--- src/rtl/mem_store_ctrl.sv ---
// mem_store_ctrl: debounces two pushbuttons and drives a 4-byte memory (byte store or clear-all).
// Latency: a press drives store ~DB_CYCLES+3 clk after the raw edge; WRITE is 1 cycle, CLEAR is 4 cycles.
// Backpressure: none; presses arriving while busy are dropped, and busy holds until both buttons release.
// Ports: clk/rst_n (async active-low); btn_store/btn_clear raw buttons; sw_data/sw_addr switches;
//        data/addr/store to the memory; busy status; wr_count counts store strobes modulo 256.
module mem_store_ctrl #(
  parameter int DB_CYCLES = 1_000_000
) (
  input  logic       clk,
  input  logic       rst_n,
  input  logic       btn_store,
  input  logic       btn_clear,
  input  logic [7:0] sw_data,
  input  logic [1:0] sw_addr,
  output logic [7:0] data,
  output logic [1:0] addr,
  output logic       store,
  output logic       busy,
  output logic [7:0] wr_count
);

  localparam int CW = (DB_CYCLES > 2) ? $clog2(DB_CYCLES) : 1;

  typedef enum logic [1:0] {IDLE, WRITE, CLEAR, WAIT_REL} state_t;

  state_t          state, state_nxt;
  logic [1:0]      btn_raw;
  logic [1:0]      sync1, sync2;
  logic [1:0]      db, db_d;
  logic [CW-1:0]   db_cnt [2];
  logic [1:0]      press;
  logic [1:0]      waddr;
  logic [1:0]      clr_idx;
  logic [7:0]      data_q;

  // Bit 0 is the store button, bit 1 the clear button.
  assign btn_raw = {btn_clear, btn_store};

  // Synchronizers and debouncers. The debounced level only moves after the
  // synchronized level has disagreed with it for DB_CYCLES consecutive cycles.
  always_ff @(posedge clk or negedge rst_n) begin
    if (!rst_n) begin
      sync1 <= '0;
      sync2 <= '0;
      db    <= '0;
      db_d  <= '0;
      for (int i = 0; i < 2; i++) db_cnt[i] <= '0;
    end else begin
      sync1 <= btn_raw;
      sync2 <= sync1;
      db_d  <= db;
      for (int i = 0; i < 2; i++) begin
        if (sync2[i] != db[i]) begin
          if (db_cnt[i] == CW'(DB_CYCLES - 1)) begin
            db[i]     <= sync2[i];
            db_cnt[i] <= '0;
          end else begin
            db_cnt[i] <= db_cnt[i] + CW'(1);
          end
        end else begin
          db_cnt[i] <= '0;
        end
      end
    end
  end

  // Rising edge of the debounced level. db_d resets to 0, so a button held
  // through reset still yields a press once it debounces high.
  assign press = db & ~db_d;

  always_ff @(posedge clk or negedge rst_n) begin
    if (!rst_n) state <= IDLE;
    else        state <= state_nxt;
  end

  always_comb begin
    state_nxt = state;
    store     = 1'b0;
    busy      = 1'b1;
    addr      = sw_addr;
    case (state)
      IDLE: begin
        busy = 1'b0;
        // Clear takes priority; a simultaneous store press is dropped.
        if (press[1])      state_nxt = CLEAR;
        else if (press[0]) state_nxt = WRITE;
      end
      WRITE: begin
        store     = 1'b1;
        addr      = waddr;
        state_nxt = WAIT_REL;
      end
      CLEAR: begin
        store = 1'b1;
        addr  = clr_idx;
        if (clr_idx == 2'd3) state_nxt = WAIT_REL;
      end
      WAIT_REL: begin
        if (db == 2'b00) state_nxt = IDLE;
      end
      default: state_nxt = IDLE;
    endcase
  end

  // Datapath: data register doubles as the clear pattern, so it keeps 0x00
  // after a clear until the next store capture.
  always_ff @(posedge clk or negedge rst_n) begin
    if (!rst_n) begin
      data_q   <= '0;
      waddr    <= '0;
      clr_idx  <= '0;
      wr_count <= '0;
    end else begin
      wr_count <= wr_count + {7'd0, store};
      if (state == IDLE) begin
        if (press[1]) begin
          clr_idx <= '0;
          data_q  <= '0;
        end else if (press[0]) begin
          data_q <= sw_data;
          waddr  <= sw_addr;
        end
      end
      if (state == CLEAR) clr_idx <= clr_idx + 2'd1;
    end
  end

  assign data = data_q;

endmodule

--- config.mk ---
export PLATFORM = sky130hd
export DESIGN_NAME = mem_store_ctrl
export DESIGN_NICKNAME = d
export VERILOG_FILES = /design/src/rtl/mem_store_ctrl.sv
export SDC_FILE = /design/constraint.sdc
export NUM_CORES = 1
export LEC_CHECK = 0
export ABC_AREA = 1
export BUFFER_PORTS_ARGS = -buffer_cell sky130_fd_sc_hd__buf_2
export CORE_MARGIN = 4
export CORE_UTILIZATION = 36
export DETAILED_ROUTE_END_ITERATION = 8
export GPL_TIMING_DRIVEN = 1
export HOLD_SLACK_MARGIN = 0.1
export PLACE_DENSITY = 0.59
export SYNTH_ARGS = -nofsm -noshare
export SYNTH_HDL_FRONTEND = slang
export SYNTH_SLANG_ARGS = --single-unit
--- constraint.sdc ---
create_clock -name clk -period 3.15 [get_ports clk]
set_input_delay 0.315 -clock clk [delete_from_list [all_inputs] [get_ports clk]]
set_output_delay 0.315 -clock clk [all_outputs]
set_load 0.01 [all_outputs]
---- Yosys cells after proc, flatten, opt, wreduce, memory -nomap -nowiden ----
Index checks and enable logic that the tools add are counted.
cells by class
  $add $sub $neg .......................... 4
  equal/unequal tests ..................... 11
  multiplexer cells ....................... 17
  bitwise logic cells ..................... 3
  reduce and logical (&&, ||, !) cells .... 12
operator list
  cell                                            count
  two-way mux 20 bit                              4
  adder 20 x 1 -> 20 bit (second input constant)  2
  == test 20 bit (second input constant)          2
  two-way mux 8 bit                               2
  two-way mux 2 bit                               7
  adder 8 x 1 -> 8 bit                            1
  case mux 2 bit (4 select lines)                 1
  AND reduction 2 bit                             4
  == test 2 bit (second input constant)           3
  AND reduction 3 bit                             2
  nonzero test 2 bit                              3
  zero test 2 bit                                 2
  != test 2 bit (second input constant)           2
  case mux 2 bit (2 select lines)                 1
  != test 3 bit (second input constant)           1
  adder 2 x 1 -> 2 bit (second input constant)    1
  AND 2 bit                                       1
  == test 2 x 1 -> 1 bit (second input constant)  1
  two-way mux 1 bit                               2
  != test 1 bit                                   2
  NOT 2 bit                                       1
  OR reduction 2 bit                              1
  NOT 1 bit                                       1
storage, ports and cells
  register bits ........................... 70
  bits of input ports ..................... 14
  output and inout bits ................... 20
  logic and storage cells ................. 59

---- Longest topological paths before layout ----
Gate-level depths: netlist of run 1.
  depth in word-level cells ............... 5
  mapped depth ............................ 9
  mapped depth without buffers ............ 9

---- Least setup slack after synthesis of run 1 ----
Ideal clock, no wire load.
  path type ............................... reg-to-reg
  start point ............................. register state[0]
  end point ............................... register wr_count[6]
  library setup time ...................... 126 ps
  arrival ................................. 1495 ps
  required time ........................... 3024 ps
  setup slack ............................. 1529 ps
  stages on the path, launching flop included .. 8
  buffers on the path ..................... 0
  cell sequence ........................... dfrtp_1 > inv_1 > ha_1 > ha_1 > ha_1 > nand3_1 > nor2_1 > xor2_1
between the ends
  cells in the longest elaborated chain, start to end .. 4
ends and longest elaborated chain
  what                                                     RTL line  RTL
  from (decl)                                              26        state_t state, state_nxt;
  from (signal assigned)                                   73        else state <= state_nxt;
  == test 2 bit or == test 2 x 1 -> 1 bit (tied branches)  81        case (state)
  OR reduction 2 bit (no source line) *                    -
  two-way mux 1 bit *                                      81
  via store                                                17        output logic store,
  adder 8 x 1 -> 8 bit *                                   114       wr_count <= wr_count + {7'd0, store};
  to (signal assigned)                                     114
  to (decl)                                                19        output logic [7:0] wr_count
Mark *: on every way through the listed nets, which the timed path passes. The rest lies on a longest branch.
A chain may end at the register's enable or synchronous reset.

---- Worst setup path in the final report of run 1 ----
  start point ............................. register state[0]
  end point ............................... output port addr[1]
between the ends
  cells in the longest elaborated chain, start to end .. 2
ends and longest elaborated chain
  what                                                     RTL line  RTL
  == test 2 bit or == test 2 x 1 -> 1 bit (tied branches)  81
  case mux 2 bit (2 select lines) *                        81
  to (decl)                                                16        output logic [1:0] addr,
Mark *: on every way between the ends. The rest lies on a longest branch, timed or not.

==> results by stage, run 1 <==
Global route:
- Global routing used 13.66% of the available tracks across all layers.
- In the global route stage, met3 resource usage came out at 3.375%.
- The wire length of the first global-routing pass is 12,900 um.
- Global routing consumed, on the met2 layer, 21.54% of the routing resources.
- The pin count of the biggest net entering global routing is 71.
- For met1 alone, demand over resource in global routing was 18.40%.
- The total global routing overflow is 0.
- The highest-utilization routing layer at the global route stage is met2.
- The number of antenna violations at the first check in global routing is 0.
- The via count of the first global-routing pass is 2,741.

Yosys:
- The fraction of synthesized cell area taken by the top area cell type is 47.88%.
- Each instance of the synthesized netlist takes up on average 8.945 um^2.
- Synthesis instantiated 35 different standard cells from the library.
- The flip-flop and latch count after synthesis is 70.
- Of all cell types, the one taking the most synthesized area is sky130_fd_sc_hd__dfrtp_1.
- Ranked by total cell area, the synthesized netlist is headed by sky130_fd_sc_hd__dfrtp_1, sky130_fd_sc_hd__nor2_1, sky130_fd_sc_hd__nand2_1.
- The sequential fraction of the synthesis area is 47.88%.
- The total nets after synthesis is 433.
- The count of synthesis-stage warnings from yosys is 0.
- The area of the mapped netlist is 3659 um^2.
- Synthesis handed over a netlist of 409 instances.

Hold path:
- The type of the most critical hold path is input port to async pin.

Cells and area:
- The area added between synthesis and finish is 16.55%.
- The final net count is 477.
- The top cell types in the final layout, fill and taps aside, are sky130_fd_sc_hd__nor2_1, sky130_fd_sc_hd__dfrtp_1, sky130_fd_sc_hd__nand2_1.
- The share of post-route cells with drive strength above 1 is 22.05%.
- The number of diodes is 0.
- Leaving out fill and tap cells, the most frequent cell in the layout is sky130_fd_sc_hd__nor2_1.

Power and ir drop:
- The share of power burned in the clock network is 49.9%.
- The register share of total power is 47.1%.
- The maximum VDD drop is 0.0002712 V.
- Net switching is 19.91% of the power.
- The areal power density over the cells is 454.4 nW/um^2.
- The logic gate share of total power is 3.0%.
- For this design the total switching power over the nets is 385.7 uW.
- The leakage power figure is 1.942 nW.
- The completed layout was analyzed and its total power is 1.938 mW.
- The internal power of the cells totals 1.552 mW.

Setup path:
- The worst register-to-register path begins at state[0].
- STA classifies the critical path endpoint as an output pin.
- In this run the critical register-to-register path is captured at wr_count[6].
- The type of the setup path with the least slack is register to output pin.
- The reg2reg setup slack is 1.41 ns.
- The length in cells of the worst reg-to-reg path is 7.
- The startpoint type of the worst setup path is a register.
- Along the worst path, the maximum fanout reaches 6.
- The origin of the worst setup path is state[0].
- The critical path data arrival time is 1.70 ns.
- In this run the worst setup path terminates at addr[1].
- The critical path required time is 2.83 ns.

STA:
- The max-slew violation count is 0.
- In this run the tightest slew margin relative to its limit is 41.98%.
- Summed over all failing endpoints, the final setup total negative slack is 0 ns.
- The part of the cycle the worst path needs is 64.01%.
- The final worst slack is 1.134 ns.
- For the finished layout, the period the worst path requires is 2.016 ns.
- At the pin with the least slew margin, the transition time is 0.8703 ns.
- Setup repair after global routing left no endpoint under its margin.
- The final hold violation count is 0.
- Across the routed clock network, the largest skew measured is 0.007440 ns.
- Setup violations remaining at the end of the flow were counted as 0.
- Timing would allow up to 495.9 MHz.

Drt:
- In the routed layout, each cell is associated on average with a via count of 4.624.
- The total wire length is 7092 um.
- For this run, design rule violations remaining after detail routing come to 0.
- The via count is 2,733.
- The number of DRC markers in iteration 0 is 114.
- The number of iterations in the first detailed-routing pass is 4.
- In the final routed layout, each cell accounts on average for 12.00 um.
- The count of nets left with antenna violations after detail routing is 0.

Flow run:
- The tool flagged a number of max-cap violations equal to 0.

Clock network:
- The number of CTS-inserted buffers is 9.
- The latest clock arrival within the worst-skew pair is 0.34 ns.
- TritonCTS built the clock tree.
- The root buffer cell chosen for the clock tree is sky130_fd_sc_hd__clkbuf_8.
- The number of buffers on the longest clock path is 2.
- CTS built an H-tree with a depth of 3.
- For this design, the sink count on the clock tree is 70.
- Clock-pin slew was measured on the worst setup and hold paths at 0.08 ns.

Floorplan:
- The die outline area is 11,840 um^2.
- The initialized floorplan defines 36 standard-cell rows.
- For this configuration, the core starts out at a cell density of 37.26%.
- The die extent in y is 108.8 um.
- 34 I/O pins were placed.
- The core region area is 9819 um^2.
- Measured along the x axis, the die boundary spans 108.8 um.

Status:
- The flow ran to the end, and the final reports show no timing, DRC or antenna violations.

Place:
- The congestion estimate from routability-driven global placement came to 0.7941.
- The port buffer count is 33.
- The worst setup timing slack at the placement stage is 1.461 ns.
- Once detailed placement completed, the half-perimeter wirelength came to 5179 um.
-- critical path, cell delays in order (launching register included) --
cell and delay [ns]:
sky130_fd_sc_hd__dfrtp_1 0.41, sky130_fd_sc_hd__inv_1 0.11, sky130_fd_sc_hd__ha_1 0.35, sky130_fd_sc_hd__inv_1 0.15, sky130_fd_sc_hd__a21oi_1 0.06, sky130_fd_sc_hd__a22oi_1 0.13, sky130_fd_sc_hd__buf_2 0.15
-- power by group through the flow --
stage	clock network, mW	logic [mW]	registers (mW)
2_1_floorplan	0	0.0250	0.930
3_5_place_dp	0	0.0587	0.931
6_report	0.966	0.0582	0.913
4_1_cts	0.994	0.0612	0.913
5_1_grt	1.03	0.0680	0.914
3_3_place_gp	0	0.0580	0.931
-- sequential cells by signal, indices dropped and copies added, names as in the netlist --
| register | cells |
|---|---|
| clr_idx | 2 |
| state | 2 |
| wr_count | 8 |
| db_cnt | 40 |
| data | 8 |
| db_d | 2 |
| db | 2 |
| waddr | 2 |
| sync2 | 2 |
| sync1 | 2 |
-- Yosys cell counts, drive strengths merged --
library cell / count
nor3b: 2
nand3: 35
nand2: 72
xnor2: 9
inv: 46
nor2: 96
ha: 10
dfrtp: 70
nand3b: 1
xor2: 18
nor3: 3
buf: 2
o21bai: 2
o21ai: 22
a22o: 1
a22oi: 2
o21a: 1
nand4: 6
a21oi: 11
-- worst min path at each step --
stage	end	start	slack [ns]	cells past startpoint
after global routing	clr_idx[1]	rst_n	0.17	1
final	db_cnt[10]	rst_n	0.08	1
after global placement	sync2[1]	sync1[1]	0.33	0
after CTS	db_cnt[14]	rst_n	0.13	1
after detailed placement	sync2[1]	sync1[1]	0.34	0
after floorplan	clr_idx[0]	rst_n	0.02	0
-- logic make-up (layout without fill, tap and decap cells) --
group | after synthesis | count (layout) | synth area share, %
and+or+nand+nor | 215 | 215 | 30.03
DFF | 70 | 70 | 47.88
buffers and inverters | 48 | 97 | 5.301
AOI/OAI and AO/OA | 39 | 39 | 6.498
xor gates and xnor gates | 27 | 27 | 6.874
adders and majority gates | 10 | 10 | 3.420
-- cell type report --
type                    instances  area (um^2)
clock buffers                  10        137.6
flip-flops and latches         70         1752
multi-input cells             291         1713
well taps                     133        166.4
inverters                      46        175.2
repair buffers                 35        187.7
fillers                       997         5555
clock inverters                 6        132.6
-- metal layers --
layer  vias to the layer above  part of all wire (%)  wire [um]
met4                         0                   1.5        104
met3                        11                   2.3        166
li1                       1382                     -          -
met2                        31                    48       3376
met1                      1309                    49       3445
met5                         -                     0          0
-- repair_timing --
item / 4_1_cts / 5_1_grt
buffers inserted: 0 / 0
endpoints found under the hold margin: 2 / 0
resized for setup: 0 / 0
hold buffers: 2 / 0
-- stage by stage --
step	area [um^2]	hold slack, ns	instances	utilization, %
floorplan	3659	0.01941	409	-
global placement	3974	0.3321	573	40.47
detailed placement	3974	0.3362	573	40.47
CTS	4264	0.1258	591	43.43
global route	4264	0.1687	591	43.43
finish	4264	0.07733	591	43.43
Note: power is estimated with default switching activity, not from simulation.
==> run 2, diff against run 1 <==
- clock period: 3.15 -> 1.95 ns (I/O delays scaled with it)
==> run 2 against run 1 <==
Routed wire length is 0.20% higher. Hold slack better by 0.025 ns. Largest cell class unchanged. Sequential power is 62% higher. Sequential share of layout area fell by 0.29 points. Setup slack worse by 1.0 ns. First-iteration DRC count fell by 27%. Core utilization grew 0.31 points. Combinational power rose by 91%. Clock power rose by 25%. Highest routed layer unchanged. Critical path type unchanged.
==> results by stage, run 2 (synthesis gave the netlist of run 1 again) <==
Setup path:
- The endpoint of the worst setup timing path is addr[0] (was addr[1]).
- The type of destination of the critical path is an output pin (unchanged).
- The critical path required time was 1.75 ns (was 2.83 ns).
- The type of the setup path with the least slack is register to output pin (unchanged).
- The reg2reg setup slack is 0.26 ns (was 1.41 ns).
- The maximum fanout along the worst path is 6 (unchanged).
- The critical path data arrival time is 1.65 ns (was 1.70 ns).
- The origin of the worst setup path is state[0] (unchanged).
- The startpoint type of the worst setup path is a register (unchanged).
- The startpoint of the most critical register-to-register path is state[0] (unchanged).
- The length in cells of the worst reg-to-reg path came to 7 (unchanged).
- The terminus of the critical flop-to-flop path is wr_count[6] (unchanged).

Cells and area:
- The largest register by flop count is db_cnt (unchanged).
- The end-of-flow core utilization is 43.73% (was 43.43%).
- The share of post-route cells with drive strength above 1 came to 22.44% (was 22.05%).
- The flip-flop count of the largest register after layout is 40 (unchanged).
- Highest-count cells in the layout ignoring fill and taps: sky130_fd_sc_hd__nor2_1, sky130_fd_sc_hd__dfrtp_1, sky130_fd_sc_hd__nand2_1 (unchanged).
- The final net count is 488 (was 477).
- The number of diodes is 0 (unchanged).
- The area added between synthesis and finish came to 17.37% (was 16.55%).
- The most common cell after layout, fill and taps aside is sky130_fd_sc_hd__nor2_1 (unchanged).

Global route:
- The via count of the first global-routing pass is 2,733 (was 2,741).
- The total global routing overflow is 0 (unchanged).
- The number of antenna violations at the first check in global routing is 0 (unchanged).
- The wire length of the first global-routing pass is 12,390 um (was 12,900 um).
- The overall fraction of global-route tracks in use is 13.12% (was 13.66%).
- The pin count of the biggest net entering global routing was 35 (was 71).

Floorplan:
- The die extent in y was 108.8 um (unchanged).
- The core region area is 9819 um^2 (unchanged).
- The number of placement rows is 36 (unchanged).
- The horizontal die dimension is 108.8 um (unchanged).
- The die outline area is 11,840 um^2 (unchanged).
- The initial cell density of the core was 37.26% (unchanged).
- The top-level port count was 34 (unchanged).

Drt:
- The ratio of routed vias to standard cells is 4.554 (was 4.624).
- The number of iterations in the first detailed-routing pass is 4 (unchanged).
- The number of DRC markers in iteration 0 came to 83 (was 114).
- The average routed wire per standard cell is 11.82 um (was 12.00 um).
- The total wire length is 7106 um (was 7092 um).
- The number of remaining DRC errors is 0 (unchanged).
- The count of nets left with antenna violations after detail routing is 0 (unchanged).
- The via count was 2,737 (was 2,733).

STA:
- The slew at the pin closest to its max-slew limit is 0.4553 ns (was 0.8703 ns).
- The worst max-slew margin expressed relative to the limit is 69.65% (was 41.98%).
- The number of endpoints failing setup at the final stage is 0 (unchanged).
- The largest clock skew in the final design was 0.01001 ns (was 0.007440 ns).
- The final critical delay including setup and external delays is 1.845 ns.
- The part of the cycle the worst path needs is 94.63%.
- The final hold violation count came to 0 (unchanged).
- The max-slew violation count is 0 (unchanged).
- The final total negative setup slack is 0 ns (unchanged).
- Based on the critical path, the design can be clocked at up to 541.9 MHz.
- Unrepaired setup endpoints after global routing: no (unchanged).

Clock network:
- The clock transition at the registers of the reported paths is 0.07 ns (was 0.08 ns).
- The number of sinks handled by clock tree synthesis came to 70 (unchanged).
- The latest clock arrival within the worst-skew pair was 0.34 ns (about the same).
- The number of buffers on the longest clock path is 2 (unchanged).
- The master cell of the clock root buffer was sky130_fd_sc_hd__clkbuf_8 (unchanged).
- The TritonCTS clock tree is done (unchanged).
- The number of CTS-inserted buffers came to 9 (unchanged).
- The maximum level of the CTS H-tree was 3 (unchanged).

Hold path:
- The type of the most critical hold path was input port to register (was input port to async pin).

Power and ir drop:
- The maximum VDD drop is 0.0003081 V (was 0.0002712 V).
- The areal power density over the cells was 650.3 nW/um^2 (was 454.4 nW/um^2).
- The leakage power figure is 1.965 nW (was 1.942 nW).

Place:
- The routability congestion estimate is 0.7677 (was 0.7941).
- The estimated wirelength of the detail-placed design was 5379 um (was 5179 um).
- The port buffer count was 33 (unchanged).

Flow run:
- The count of max-cap constraint violations was 0 (unchanged).

Status:
- Result of the run: finished clean (unchanged).
-- run 2: what timing repair did --
| item | CTS | global route |
|---|---|---|
| hold endpoints to repair | 38 | 0 |
| endpoints found under the setup margin | 0 | 2 |
| hold buffers | 8 | 0 |
| resized for setup | 0 | 1 |
| setup buffers | 0 | 1 |
-- run 2: worst min path at each step --
stage                     cells past startpoint         end       start
after floorplan                               0  clr_idx[0]       rst_n
after global placement                        1  db_cnt[16]       rst_n
after detailed placement                      1  db_cnt[16]       rst_n
after CTS                                     3     data[0]  sw_data[0]
after global routing                          3     data[0]  sw_data[0]
final                                         3     data[3]  sw_data[3]
-- run 2: power breakdown --
part / internal (mW) / switching (mW)
Combinational: 0.0432 / 0.0680
Clock: 0.706 / 0.499
Sequential: 1.47 / 0.0102
Total: 2.22 / 0.577
-- run 2: cell type report --
cell class | instances | area (um^2)
fill | 1008 | 5525
sequential | 70 | 1752
multi-input combinational | 291 | 1713
timing repair buffer | 46 | 285.3
inverter | 46 | 175.2
tap | 133 | 166.4
clock buffer | 10 | 127.6
clock inverter | 5 | 75.07
-- run 2: metal layers --
layer	GRT usage (%)	up-vias	routed length, um
met5	0	-	0
li1	-	1406	-
met4	4.959	0	99
met2	20.56	23	3341
met3	3.020	10	192
met1	17.67	1298	3472
-- run 2: metrics by stage --
step	hold slack, ns	setup WS [ns]	total power, mW	cell area [um^2]	instances
final	0.1023	0.1047	2.792	4294	601
after global routing	0.1257	0.001204	2.910	4294	601
after CTS	0.1016	0.01831	2.832	4287	600
after detailed placement	0.1714	0.2577	1.606	4004	577
after global placement	0.1786	0.3204	1.605	4004	577
after floorplan	-0.1006	0.3290	1.543	3659	409
-- run 2: worst max-delay path: stages (launching register included) --
cell and delay, ns:
sky130_fd_sc_hd__dfrtp_1 0.39, sky130_fd_sc_hd__inv_1 0.09, sky130_fd_sc_hd__ha_1 0.35, sky130_fd_sc_hd__inv_2 0.12
sky130_fd_sc_hd__a21oi_1 0.05, sky130_fd_sc_hd__a22oi_1 0.15, sky130_fd_sc_hd__buf_2 0.16
